File: src/rtl/axi_err_slv_pkg.sv
// Default AXI channel and bundle types for the error slave.
package axi_err_slv_pkg;

  localparam int unsigned IdW   = 4;
  localparam int unsigned AddrW = 32;
  localparam int unsigned DataW = 64;
  localparam int unsigned StrbW = DataW / 8;
  localparam int unsigned LenW  = 8;

  typedef struct packed {
    logic [IdW-1:0]   id;
    logic [AddrW-1:0] addr;
    logic [LenW-1:0]  len;
    logic [2:0]       size;
    logic [1:0]       burst;
    logic [3:0]       cache;
    logic [2:0]       prot;
  } ax_chan_t;

  typedef struct packed {
    logic [DataW-1:0] data;
    logic [StrbW-1:0] strb;
    logic             last;
  } w_chan_t;

  typedef struct packed {
    logic [IdW-1:0] id;
    logic [1:0]     resp;
  } b_chan_t;

  typedef struct packed {
    logic [IdW-1:0]   id;
    logic [DataW-1:0] data;
    logic [1:0]       resp;
    logic             last;
  } r_chan_t;

  typedef struct packed {
    ax_chan_t aw;
    logic     aw_valid;
    w_chan_t  w;
    logic     w_valid;
    logic     b_ready;
    ax_chan_t ar;
    logic     ar_valid;
    logic     r_ready;
  } axi_req_t;

  typedef struct packed {
    logic    aw_ready;
    logic    ar_ready;
    logic    w_ready;
    logic    b_valid;
    b_chan_t b;
    logic    r_valid;
    r_chan_t r;
  } axi_resp_t;

endpackage

File: src/rtl/axi_err_slv.sv
// Terminating AXI slave: sinks every write and read, answering each with a
// fixed error response. Write and read paths are independent FSMs.
module axi_err_slv #(
  parameter type         axi_req_t  = axi_err_slv_pkg::axi_req_t,
  parameter type         axi_resp_t = axi_err_slv_pkg::axi_resp_t,
  parameter logic [1:0]  RespCode   = 2'b11,
  parameter logic [63:0] RespData   = 64'hBADC_AB1E_DEAD_BEEF
) (
  input  logic      clk_i,
  input  logic      rst_i,
  input  axi_req_t  slv_req_i,
  output axi_resp_t slv_resp_o
);

  localparam int unsigned IdW   = $bits(slv_req_i.aw.id);
  localparam int unsigned DataW = $bits(slv_resp_o.r.data);
  localparam int unsigned LenW  = 8;

  localparam logic [1:0] WR_IDLE = 2'd0;
  localparam logic [1:0] WR_DATA = 2'd1;
  localparam logic [1:0] WR_RESP = 2'd2;

  localparam logic [0:0] RD_IDLE = 1'b0;
  localparam logic [0:0] RD_DATA = 1'b1;

  logic [1:0]      wr_state_q, wr_state_d;
  logic [IdW-1:0]  wid_q, wid_d;
  logic [0:0]      rd_state_q, rd_state_d;
  logic [IdW-1:0]  rid_q, rid_d;
  logic [LenW-1:0] len_q, len_d;
  logic [LenW-1:0] cnt_q, cnt_d;

  logic aw_ready_c, w_ready_c, b_valid_c;
  logic ar_ready_c, r_valid_c, r_last_c;

  // Address, data, strobe and attribute fields are deliberately discarded.
  logic unused_req;
  assign unused_req = ^slv_req_i;

  // Write path: accept AW, sink W beats up to last, then hold B until taken.
  always_comb begin
    wr_state_d = wr_state_q;
    wid_d      = wid_q;
    aw_ready_c = 1'b0;
    w_ready_c  = 1'b0;
    b_valid_c  = 1'b0;
    case (wr_state_q)
      WR_IDLE: begin
        aw_ready_c = 1'b1;
        if (slv_req_i.aw_valid) begin
          wid_d      = slv_req_i.aw.id;
          wr_state_d = WR_DATA;
        end
      end
      WR_DATA: begin
        w_ready_c = 1'b1;
        if (slv_req_i.w_valid && slv_req_i.w.last) begin
          wr_state_d = WR_RESP;
        end
      end
      WR_RESP: begin
        b_valid_c = 1'b1;
        if (slv_req_i.b_ready) begin
          wr_state_d = WR_IDLE;
        end
      end
      default: wr_state_d = WR_IDLE;
    endcase
  end

  always_ff @(posedge clk_i) begin
    if (rst_i) begin
      wr_state_q <= WR_IDLE;
      wid_q      <= '0;
    end else begin
      wr_state_q <= wr_state_d;
      wid_q      <= wid_d;
    end
  end

  // Read path: accept AR, then stream len+1 error beats; cnt_q stops at len_q.
  always_comb begin
    rd_state_d = rd_state_q;
    rid_d      = rid_q;
    len_d      = len_q;
    cnt_d      = cnt_q;
    ar_ready_c = 1'b0;
    r_valid_c  = 1'b0;
    r_last_c   = 1'b0;
    case (rd_state_q)
      RD_IDLE: begin
        ar_ready_c = 1'b1;
        if (slv_req_i.ar_valid) begin
          rid_d      = slv_req_i.ar.id;
          len_d      = LenW'(slv_req_i.ar.len);
          cnt_d      = '0;
          rd_state_d = RD_DATA;
        end
      end
      RD_DATA: begin
        r_valid_c = 1'b1;
        r_last_c  = (cnt_q == len_q);
        if (slv_req_i.r_ready) begin
          if (r_last_c) begin
            rd_state_d = RD_IDLE;
          end else begin
            cnt_d = cnt_q + LenW'(1);
          end
        end
      end
      default: rd_state_d = RD_IDLE;
    endcase
  end

  always_ff @(posedge clk_i) begin
    if (rst_i) begin
      rd_state_q <= RD_IDLE;
      rid_q      <= '0;
      len_q      <= '0;
      cnt_q      <= '0;
    end else begin
      rd_state_q <= rd_state_d;
      rid_q      <= rid_d;
      len_q      <= len_d;
      cnt_q      <= cnt_d;
    end
  end

  // Every output field is a decode of state or a register; unnamed fields stay 0.
  always_comb begin
    slv_resp_o          = '0;
    slv_resp_o.aw_ready = aw_ready_c;
    slv_resp_o.w_ready  = w_ready_c;
    slv_resp_o.b_valid  = b_valid_c;
    slv_resp_o.b.id     = wid_q;
    slv_resp_o.b.resp   = RespCode;
    slv_resp_o.ar_ready = ar_ready_c;
    slv_resp_o.r_valid  = r_valid_c;
    slv_resp_o.r.id     = rid_q;
    slv_resp_o.r.data   = DataW'(RespData);
    slv_resp_o.r.resp   = RespCode;
    slv_resp_o.r.last   = r_last_c;
  end

  a_b_stable: assert property (@(posedge clk_i) disable iff (rst_i)
    (slv_resp_o.b_valid && !slv_req_i.b_ready) |=> $stable(slv_resp_o.b));

  a_r_stable: assert property (@(posedge clk_i) disable iff (rst_i)
    (slv_resp_o.r_valid && !slv_req_i.r_ready) |=> $stable(slv_resp_o.r));

  a_cnt_bound: assert property (@(posedge clk_i) disable iff (rst_i)
    (rd_state_q == RD_DATA) |-> (cnt_q <= len_q));

  a_aw_w_excl: assert property (@(posedge clk_i)
    !(slv_resp_o.aw_ready && slv_resp_o.w_ready));

  a_reset_quiet: assert property (@(posedge clk_i)
    rst_i |=> (!slv_resp_o.b_valid && !slv_resp_o.r_valid));

endmodule

File: config.mk
export PLATFORM = sky130hd
export DESIGN_NAME = axi_err_slv
export DESIGN_NICKNAME = d
export VERILOG_FILES = /design/src/rtl/axi_err_slv_pkg.sv /design/src/rtl/axi_err_slv.sv
export SDC_FILE = /design/constraint.sdc
export NUM_CORES = 1
export LEC_CHECK = 0
export BUFFER_PORTS_ARGS = -buffer_cell sky130_fd_sc_hd__buf_2
export CAP_MARGIN = 20
export CORE_AREA = 4 4 104 106
export DETAILED_ROUTE_END_ITERATION = 12
export DIE_AREA = 0 0 108 110
export GPL_TIMING_DRIVEN = 0
export PLACE_DENSITY_LB_ADDON = 0.12
export RECOVER_POWER = 25
export SLEW_MARGIN = 30
export SYNTH_ARGS = -nofsm -noshare
export SYNTH_HDL_FRONTEND = slang
export SYNTH_SLANG_ARGS = --single-unit
File: constraint.sdc
create_clock -name clk_i -period 2.6 [get_ports clk_i]
set_clock_uncertainty 0.15 [all_clocks]
set_input_delay 0.65 -clock clk_i [delete_from_list [all_inputs] [get_ports clk_i]]
set_output_delay 0.65 -clock clk_i [all_outputs]
set_load 0.1 [all_outputs]
==> qor_table.md <==
| Group | Parameter | Value |
|---|---|---|
| pwr | Reported net switching power | 0.796 mW |
| synthesis | Synth Flop Type | sky130_fd_sc_hd__dfxtp_1 |
| pwr | Leak pwr | 1.15 nW |
| floorplanning | I/O pin total | 274 |
| pwr | Part of the total power dissipated in the clock network | 17.8% |
| drt | Wirelength per Cell | 9.45 um |
| synthesis | Largest area contributor in the netlist | sky130_fd_sc_hd__buf_4 |
| clock tree | Maximum level of the CTS H-tree | 1 |
| place | Detailed Place HPWL | 3.40 mm |
| floorplanning | X dimension of the die | 108 um |
| synthesis | Synth async-reset ratio | 0% |
| pwr | Comb pwr share | 51.7% |
| drt | Total Wirelength | 4.32 mm |
| global routing | First-pass GRT wire length | 6.88 mm |
| floorplanning | Vertical die dimension | 110 um |
| place | Post-Place Worst Slack | 147 ps |
| synthesis | Post-Synthesis Mean Instance Area | 8.14 um^2 |
| finish | Antenna diodes | 0 |
| synthesis | Leading post-synthesis cells by cell area | sky130_fd_sc_hd__buf_4 (31%), sky130_fd_sc_hd__dfxtp_1 (31%), sky130_fd_sc_hd__nand2_1 (6.0%), sky130_fd_sc_hd__a21oi_1 (5.1%), sky130_fd_sc_hd__xnor2_1 (4.0%) |
| finish | Area used by sequential logic in the layout | 543 um^2 |
| floorplanning | Area of the placeable core | 9770 um^2 |
| setup path | Crit path launch type | register |
| sta | Worst Tran Pin Value | 530 ps |
| finish | Post-synthesis to final-layout area growth | 36.9% |
| sta | FMAX | 0.409 GHz |
| drt | Number of vias after detailed routing | 1473 |
| sta | Number of setup violations in the final report | 0 |
| finish | Total number of nets in the final design | 518 |
| clock tree | Clock transition at the registers of the reported paths | 110 ps |
| synthesis | Number of enable flip-flop cells after synthesis | 0 |
| setup path | Startpoint of the worst-slack reg-to-reg timing path | cnt_q[0] |
| pwr | Power density over the cells | 610 nW/um^2 |
| clock tree | Max Root-Sink Buffers | 2 |
| pwr | Sw Share | 54.0% |
| sta | Post-layout minimum cycle time | 2440 ps |
| global routing | Grt total ovfl | 0 |
| sta | Hold violation count in the final report | 0 |
| sta | Final sum of negative setup slack | 0 ps |
| global routing | Pin count of the biggest net entering global routing | 17 |
| finish | Number of fill cells | 1115 |
| finish | Share of cells above drive strength 1 | 37.3% |
| finish | Combined area of the multi-input logic cells | 878 um^2 |
| setup path | Worst-path maximum fanout | 5 |
| setup path | Startpoint of the most critical setup path | cnt_q[0] |
| pwr | Int Power | 0.678 mW |
| synthesis | Total number of yosys warnings | 0 |
| sta | RSZ-0062 raised after global routing | false |
| clock tree | Worst-skew pair later-pin latency | 290 ps |
| synthesis | Most common cell in the netlist | sky130_fd_sc_hd__buf_4 |
| place | Final weighted congestion of routability-driven global placement | 0.722 |
| global routing | Via count of the first global-routing pass | 1445 |
| setup path | Data arrival, critical path | 1640 ps |
| clock tree | Number of CTS-inserted buffers | 3 |
| global routing | Antenna violations before repair | 0 |
| place | # port buffers | 37 |
| clock tree | TritonCTS sink count | 27 |
| sta | Max-slew violation total from the final report | 0 |
| worst hold path | Source of the worst hold timing path | rid_q[2] |
| sta | Rel. slew slack | 64.6% |
| pwr | Maximum vdd drop | 190 uV |
| sta | Final worst-path cycle share | 94.0% |
| synthesis | Number of synthesized register bits | 27 |
| run | Maxcap violations | 0 |
| place | Placed Instance Area | 2360 um^2 |
| drt | Total DRC errors in the routed layout | 0 |
| synthesis | Count of different cell masters after synthesis | 33 |
| finish | Utilization after layout | 24.7% |
| synthesis | Area share of the largest cell type after synthesis | 31.5% |
| clock tree | Clock tree root buffer cell | sky130_fd_sc_hd__clkbuf_8 |
| global routing | Total track usage | 7.22% |
| pwr | Register share of total power | 30.4% |
| floorplanning | Initial Utilization | 18.1% |
| sta | Crit path setup slack, layout | 156 ps |
| drt | Vias per inst | 3.22 |
| drt | Iter 0 DRT Violations | 62 |
| sta | Hold Slack | 316 ps |
| setup path | Kind of critical path | register to primary output |
| status | Run status | finished, final reports clean |
| floorplanning | Standard-cell rows | 36 |
| synthesis | Synth top cells by count | sky130_fd_sc_hd__buf_4 (74), sky130_fd_sc_hd__nand2_1 (28), sky130_fd_sc_hd__dfxtp_1 (27) |
| synthesis | Sequential share of the synthesized area | 30.6% |
| setup path | Required time of the critical path | 1800 ps |
| clock tree | Clock tree from TritonCTS | yes |
| synthesis | Post-synthesis instance area | 1770 um^2 |
| drt | Antenna-violating nets left | 0 |
| finish | Fin area | 2420 um^2 |
| worst hold path | Worst hold-check path type | register to register |
| clock tree | # Post-CTS Setup Buffers | 0 |
| drt | 1st-pass router iterations | 4 |
| clock tree | Number of hold buffers added after CTS | 0 |
| synthesis | Number of standard cells after synthesis | 217 |
| floorplanning | Area enclosed by the die boundary | 11900 um^2 |
| setup path | Critical path endpoint category | primary output |
## worst max-delay path: stages (launching register included)
cell and delay, ps:
sky130_fd_sc_hd__dfxtp_1 440, sky130_fd_sc_hd__xnor2_1 170, sky130_fd_sc_hd__nand4_2 160, sky130_fd_sc_hd__nor3_2 240, sky130_fd_sc_hd__buf_4 150, sky130_fd_sc_hd__buf_6 210
## cells in the final DEF, fill, tap and decap left out, drive strengths merged, types with 2 or more instances in the layout
cell	count
nand4	4
nor2	11
o21ai	2
conb	68
a21oi	18
o311ai	4
xnor2	8
inv	2
mux2i	5
buf	110
dfxtp	27
clkbuf	11
nor2b	3
nand2	28
or4	4
nand3b	2
nand3	3
## sequential cells by signal, indices dropped and copies added (netlist names)
signal	count
wr_state_q	2
rd_state_q	1
rid_q	4
len_q	8
wid_q	4
cnt_q	8
## kinds of logic (layout without fill, tap and decap cells)
logic type	Yosys count	after routing	share of synthesized area (%)
AO/OA/AOI/OAI	29	29	10.1
AND/OR/NAND/NOR	62	62	17.6
XOR/XNOR	8	8	3.97
adder cells (fa/ha/maj)	1	1	0.709
buffers and inverters	83	124	33.8
multiplexers	5	5	2.83
flip-flops	27	27	30.6
other	2	68	0.425
## power by group through the flow
stage               logic [mW]  clock network [mW]  registers (mW)
detailed placement       0.764                   0           0.459
floorplan                0.650                   0           0.511
global route             0.797               0.300           0.453
global placement         0.764                   0           0.459
finish                   0.763               0.263           0.449
CTS                      0.767               0.285           0.450
## area by class of cell
| type | count | area share, % |
|---|---|---|
| plain buffers | 81 | 24.1 |
| multi-input cells | 173 | 36.4 |
| flip-flops and latches | 27 | 22.5 |
| inverters | 2 | 0.311 |
| well taps | 133 | 6.89 |
| clock inverters | 1 | 0.311 |
| clock buffers | 3 | 1.71 |
| repair buffers | 37 | 7.87 |
## layer usage
| metal | track usage, % | vias up | routed length [um] |
|---|---|---|---|
| li1 | - | 790 | - |
| met1 | 9.19 | 605 | 1890 |
| met2 | 11.6 | 73 | 1950 |
| met3 | 1.86 | 5 | 418 |
| met4 | 3.07 | 0 | 66 |
| met5 | 0 | - | 0 |
## repair_timing
item                                    CTS  global route
gates resized for setup                   2             3
endpoints found under the hold margin     0             0
cloned                                    0             0
endpoints found under the setup margin    1             1
## worst paths after layout
check                   to  slack (ps)  depth (start not counted)
max reg2reg       cnt_q[6]         620                          6
min reg2reg       rid_q[2]         320                          2
min               rid_q[2]         320                          2
max          slv_resp_o[0]         160                          5
## per-stage QoR
stage | power, mW | instances
after floorplan | 1.16 | 283
after global placement | 1.22 | 453
after detailed placement | 1.22 | 453
after CTS | 1.50 | 457
after global routing | 1.55 | 457
final | 1.47 | 457
(Power assumes the default switching activity.)
